### src/rtl/fetch_stage.sv
// fetch_stage: instruction-fetch stage of the RISC-V core.
//
// Owns the word-addressed PC and drives it to the instruction memory's
// combinational read port. The returned word is captured into an IF/ID
// register, which is handed to decode through a valid/ready handshake.
// Supports stall (decoder back-pressure), redirect (branch/jump flush) and
// halt.
//
// Optional feature macro: FETCH_NOP_SQUASH_EN
//   When defined, all-zero instruction words are dropped at fetch. The PC
//   still advances, but decode never sees the word.
//
// Parameters:
//   PC_W      word-address width (1024-word instruction memory)
//   INSTR_W   instruction width
//   RESET_PC  PC loaded on reset
//
// Ports:
//   clk, rst_n        clock; asynchronous active-low reset
//   pc_o              word address to instruction memory (= PC register)
//   instr_i           combinational read data for pc_o
//   redirect_valid_i  taken branch/jump; load redirect_pc_i
//   redirect_pc_i     redirect target (word address)
//   halt_i            stop fetching
//   dec_ready_i       decoder accepts IF/ID this cycle
//   if_valid_o        IF/ID holds a live instruction
//   if_instr_o        captured instruction
//   if_pc_o           address of if_instr_o
//   halted_o          FSM is in HALT
module fetch_stage #(
    parameter int          PC_W     = 10,
    parameter int          INSTR_W  = 32,
    parameter int unsigned RESET_PC = 0
) (
    input  logic               clk,
    input  logic               rst_n,
    output logic [PC_W-1:0]    pc_o,
    input  logic [INSTR_W-1:0] instr_i,
    input  logic               redirect_valid_i,
    input  logic [PC_W-1:0]    redirect_pc_i,
    input  logic               halt_i,
    input  logic               dec_ready_i,
    output logic               if_valid_o,
    output logic [INSTR_W-1:0] if_instr_o,
    output logic [PC_W-1:0]    if_pc_o,
    output logic               halted_o
);

    typedef enum logic [1:0] {BOOT, RUN, STALL, HALT} state_e;

    state_e             state_q, state_d;
    logic [PC_W-1:0]    pc_q, pc_d;
    logic               vld_q, vld_d;
    logic [INSTR_W-1:0] instr_q, instr_d;
    logic [PC_W-1:0]    ifpc_q, ifpc_d;

    logic free;    // IF/ID can take a new word on this edge
    logic redir;   // redirect honoured (ignored during BOOT)
    logic active;  // states that are allowed to capture

    assign free   = !vld_q || dec_ready_i;
    assign redir  = redirect_valid_i && (state_q != BOOT);
    assign active = (state_q == RUN) || (state_q == STALL);

    // State register
    always_ff @(posedge clk or negedge rst_n) begin
        if (!rst_n) state_q <= BOOT;
        else        state_q <= state_d;
    end

    // Next-state logic; priority redirect > halt > stall
    always_comb begin
        state_d = state_q;
        case (state_q)
            BOOT: state_d = RUN;
            RUN, STALL: begin
                if (redir)                      state_d = RUN;
                else if (halt_i)                state_d = HALT;
                else if (vld_q && !dec_ready_i) state_d = STALL;
                else                            state_d = RUN;
            end
            HALT: if (redir) state_d = RUN;
            default: state_d = BOOT;
        endcase
    end

    // Output / datapath next-state logic
    always_comb begin
        pc_d    = pc_q;
        vld_d   = vld_q;
        instr_d = instr_q;
        ifpc_d  = ifpc_q;
        if (redir) begin
            // Flush the wrong-path word; the target is fetched next cycle
            pc_d  = redirect_pc_i;
            vld_d = 1'b0;
        end else if (active && !halt_i && free) begin
            pc_d = pc_q + PC_W'(1);   // silent wrap at 2^PC_W
`ifdef FETCH_NOP_SQUASH_EN
            if (instr_i == '0) begin
                vld_d = 1'b0;
            end else begin
                vld_d   = 1'b1;
                instr_d = instr_i;
                ifpc_d  = pc_q;
            end
`else
            vld_d   = 1'b1;
            instr_d = instr_i;
            ifpc_d  = pc_q;
`endif
        end else if (vld_q && dec_ready_i) begin
            // Transfer with no refill (halting or halted): drain the register
            vld_d = 1'b0;
        end
    end

    // Datapath registers
    always_ff @(posedge clk or negedge rst_n) begin
        if (!rst_n) begin
            pc_q    <= PC_W'(RESET_PC);
            vld_q   <= 1'b0;
            instr_q <= '0;
            ifpc_q  <= '0;
        end else begin
            pc_q    <= pc_d;
            vld_q   <= vld_d;
            instr_q <= instr_d;
            ifpc_q  <= ifpc_d;
        end
    end

    assign pc_o       = pc_q;
    assign if_valid_o = vld_q;
    assign if_instr_o = instr_q;
    assign if_pc_o    = ifpc_q;
    assign halted_o   = (state_q == HALT);

endmodule

### config.mk
export PLATFORM = sky130hd
export DESIGN_NAME = fetch_stage
export DESIGN_NICKNAME = d
export VERILOG_FILES = /design/src/rtl/fetch_stage.sv
export SDC_FILE = /design/constraint.sdc
export NUM_CORES = 1
export LEC_CHECK = 0
export CAP_MARGIN = 40
export CORE_UTILIZATION = 33
export CTS_BUF_LIST = sky130_fd_sc_hd__clkbuf_8
export CTS_CLUSTER_DIAMETER = 200
export CTS_CLUSTER_SIZE = 28
export DETAILED_ROUTE_END_ITERATION = 12
export PLACE_DENSITY = 0.72
export SYNTH_ARGS = -nofsm -noshare
export SYNTH_HDL_FRONTEND = slang
export SYNTH_SLANG_ARGS = --single-unit
### constraint.sdc
create_clock -name clk -period 1.95 [get_ports clk]
set_input_delay 0.39 -clock clk [delete_from_list [all_inputs] [get_ports clk]]
set_output_delay 0.39 -clock clk [all_outputs]
set_load 0.02 [all_outputs]
==> run summary <==
GLOBAL ROUTING
-------------------------------------------------------------------------------------------
Via count of the first global-routing pass                                             1769
Global-route wire length before repair                                              8470 um
Maximum number of pins on one net before global-route repair                             56
Remaining Overflow, GRT                                                                   0
Number of antenna violations at the first check in global routing                         0
Total routing usage reported by global routing                                        14.5%

WORST SETUP PATH
-------------------------------------------------------------------------------------------
Ordered cell list for the critical path                                        clkdlybuf4s50_1
R2r setup slk                                                                       0.08 ns
Worst Setup Start Kind                                                            flip-flop
Origin of the worst setup path                                                      pc_o[5]
Worst Path Class, Setup                                                        flip-flop to output pin
CP Data Arrival Time                                                                1.48 ns
Crit path required time                                                             1.56 ns
Buffers & Inverters on Critical Path                                                      1
Worst R2R Path Depth                                                                      7
Peak fanout along the critical path                                                       8
Path length in cells of the critical path                                                 1
Capturing instance or port of the critical path                                     pc_o[5]
Endpoint type of the worst setup path                                            output pin
Stage delay of the slowest cell on the critical path                                0.66 ns
Worst flop-to-flop path startpoint                                               state_q[0]
Top cell family by delay on the critical path                                  buffers and inverters
Worst reg2reg path endpoint                                                      if_pc_o[1]
Critical path's slowest cell                                                   clkdlybuf4s50_1

DIE
-------------------------------------------------------------------------------------------
Area of the core region                                                            6870 um2
Top-level port count                                                                    101
Die width                                                                           86.9 um
FP Rows                                                                                  30
Die Y-Extent                                                                        86.9 um
Overall die area                                                                   7560 um2
Initial core utilization                                                              34.6%

POWER
-------------------------------------------------------------------------------------------
Relative contribution of sequential cells to total power                              40.8%
Fraction of power consumed by the clock network                                       20.1%
Share of power burned in combinational logic                                          39.1%
Net Switching                                                                       1190 uW
Lkg Pwr                                                                          0.00153 uW
Switching part of the total power                                                     31.0%
Cell-internal power                                                                 2660 uW
P per Cell Area                                                                 1040 nW/um2
Peak VDD IR                                                                          522 uV

DRT
-------------------------------------------------------------------------------------------
Antenna-violating nets left                                                               0
Uppermost metal layer occupied by signal nets                                          met4
DR DRC count                                                                              0
Met2 WL post-DR                                                                     2540 um
Met3 wire length                                                                     401 um
Number of detailed-route iterations in the first pass                                     4
WL final                                                                            5450 um
Wire length the detailed router placed on met1                                      2470 um
Number of design-rule violations left by the first detailed-router iteration             69
Average vias per placed instance                                                       4.63
Via count                                                                              1806
Routed wire per std cell                                                            14.0 um

CLOCK TREE
-------------------------------------------------------------------------------------------
Hold-fix buffer count after cts                                                           0
Reg clk slew, reported paths                                                        0.10 ns
TritonCTS clock tree                                                                  built
Clock root buffer master                                                           clkbuf_8
CTS Buf Count                                                                             5
H-tree depth reported by CTS                                                              2
Number of sinks driven by the clock tree                                                 55
Clock latency at the later pin of the worst-skew pair                               0.30 ns
Largest buffer count on any clock path                                                    2

SYNTHESIS
-------------------------------------------------------------------------------------------
Fraction of synthesized cell area in xor and xnor cells                               2.21%
Multiplexer share of the synthesized area                                             20.7%
Synthesis-stage register bit count                                                       55
Top cell type by total area after synthesis                                         dfrtp_1
Proportion of synthesized chip area in sequential cells                               57.8%
Synthesized area                                                                   2380 um2
Share of Yosys cell area claimed by the top area cell type                            57.8%
Post-Synthesis Mean Instance Area                                                  13.1 um2
Combinational family with the most area after synthesis                        multiplexers
Adder-Cell Fraction of Synth Area                                                     1.58%
Yosys warnings                                                                            0
Mapped Nets                                                                             231
Compound-Gate Fraction of Synth Area                                                  3.79%
Top cells by area in the synthesized netlist                                   dfrtp_1 (58%), mux2_2 (18%), xnor2_1 (2.2%)
Simple-gate share of the synthesized area                                             10.4%
Instance count of the mapped netlist                                                    181
Unique masters post-synth                                                                31

STA
-------------------------------------------------------------------------------------------
Post-route worst hold slack                                                       0.0689 ns
Timing-limited maximum frequency                                                  0.534 GHz
Post-route clock skew                                                            0.00665 ns
Worst setup slack after layout                                                    0.0774 ns
Actual slew at the worst max-slew pin                                              0.419 ns
Period Utilization, post-route                                                        96.0%
Number of pins with negative max-slew slack in the final report                           0
Final-report setup violation count                                                        0
Headroom to the max-slew limit                                                        72.0%
Number of hold violations in the final report                                             0
Period minus WS final                                                               1.87 ns

FINISH
-------------------------------------------------------------------------------------------
Final Instance Count excl. Fillers                                                      390
Net count of the finished layout                                                        343
Fraction of layout cells with a size suffix above 1                                   21.8%
Post-route cell area                                                               3700 um2
Area growth from synthesis to layout                                                  55.6%
Count of inserted antenna diode cells                                                     0

HOLD PATH
-------------------------------------------------------------------------------------------
Class of the tightest hold or removal check                                    input port to asynchronous set/reset pin

PLACEMENT
-------------------------------------------------------------------------------------------
Detailed Place HPWL                                                                 3810 um
Cell Count Post-Placement                                                               379
DP Worst Slack                                                                   -0.0878 ns
Placement Cell Area                                                                3540 um2
Port Buffers                                                                            100
Weighted congestion reported at the end of routability-driven placement               0.787

STATUS
-------------------------------------------------------------------------------------------
Result of the run                                                              complete, no violations

FLOW RUN
-------------------------------------------------------------------------------------------
Number of max-capacitance violations reported                                             0

## stage by stage
stage                     total power [uW]  TNS (ns)  util (%)
final                                 3850         0      53.9
after global routing                  4070   -0.0169      53.9
after CTS                             3890         0      53.2
after detailed placement              3100     -2.81      51.5
after global placement                3080     -2.53      51.5
after floorplan                       2320         0         -
## worst reg2reg max path, delay by kind of cell (launching register included)
kind / cells / cell delay, ns
adders and majority gates: 1 / 0.36
DFF: 1 / 0.39
and+or+nand+nor: 2 / 0.28
muxes: 1 / 0.35
buffers and inverters: 3 / 0.39
## what timing repair did
| action | CTS | global route |
|---|---|---|
| setup endpoints to repair | 0 | 35 |
| setup buffers | 0 | 2 |
| resized for setup | 0 | 2 |
## final cells by class
class / instances / area (um2)
Timing Repair Buffer: 114 / 1150
Multi-Input combinational cell: 113 / 928
Clock buffer: 6 / 82.6
Tap cell: 96 / 120
Sequential cell: 55 / 1380
Inverter: 4 / 15.0
Clock inverter: 2 / 35.0
Fill cell: 615 / 3170
## synth_stat cells
library cell	number
nor4_1	3
nand4_1	3
dfrtp_1	55
buf_2	3
o211ai_1	1
inv_1	4
o21ai_1	1
nand2_1	12
ha_1	3
a211o_1	1
nor4b_2	1
clkbuf_1	2
a221oi_1	1
mux2_1	4
nor4b_1	1
nor2b_1	3
nor3_1	3
o21ai_0	7
nand2b_1	3
nor3_4	1
buf_6	4
nor3b_1	1
xnor2_1	6
and3_1	1
a221o_1	1
nor2_1	6
mux2i_1	2
mux2_2	38
a21oi_1	3
and2_1	1
nand3_1	6
## flip-flops by register name (all words and copies together), names as in the netlist
signal,cells
state_q,2
if_pc_o,10
pc_o,10
if_instr_o,32
if_valid_o,1
## kinds of logic after synthesis
logic type	count (synthesis)
buf+inv	13
mux	44
simple gates	45
compound gates	15
fa+ha+maj	3
xor+xnor	6
flops	55
## cells in the final DEF, fill, tap and decap left out, drive strengths merged
master,Yosys,layout
nand4,3,3
mux2i,2,2
bufinv,0,1
and2,1,1
a211o,1,1
nor4b,2,2
a21oi,3,3
nor2b,3,3
nor2,6,6
dfrtp,55,55
nand2b,3,3
clkinv,0,1
buf,7,14
nor3,4,4
clkdlybuf4s50,0,98
ha,3,3
nand3,6,6
and3,1,1
clkbuf,2,7
inv,4,4
mux2,42,42
nor3b,1,1
o211ai,1,1
dlymetal6s2s,0,1
nand2,12,12
a221oi,1,1
o21ai,8,8
a221o,1,1
xnor2,6,6
nor4,3,3
## how the worst min path moves through the flow
stage | start | to | slack (ns) | cells past startpoint
after floorplan | rst_n | if_instr_o[0] | 0.09 | 0
after global placement | rst_n | if_instr_o[5] | 0.42 | 2
after detailed placement | rst_n | if_instr_o[7] | 0.41 | 2
after CTS | rst_n | if_instr_o[7] | 0.07 | 2
after global routing | rst_n | if_instr_o[7] | 0.08 | 2
final | rst_n | if_instr_o[7] | 0.07 | 2
## power by group through the flow
stage / sequential (uW) / combinational, uW / clock, uW
4_1_cts: 1580 / 1510 / 805
3_3_place_gp: 1590 / 1490 / 0
2_1_floorplan: 1940 / 377 / 0
6_report: 1570 / 1510 / 774
3_5_place_dp: 1600 / 1500 / 0
5_1_grt: 1610 / 1600 / 854
## layer usage
layer	track usage, %	vias up
met3	4.45	5
li1	-	855
met1	18.0	883
met4	3.64	0
met5	0	-
met2	24.5	63
Note: power is estimated with default switching activity, not from simulation.
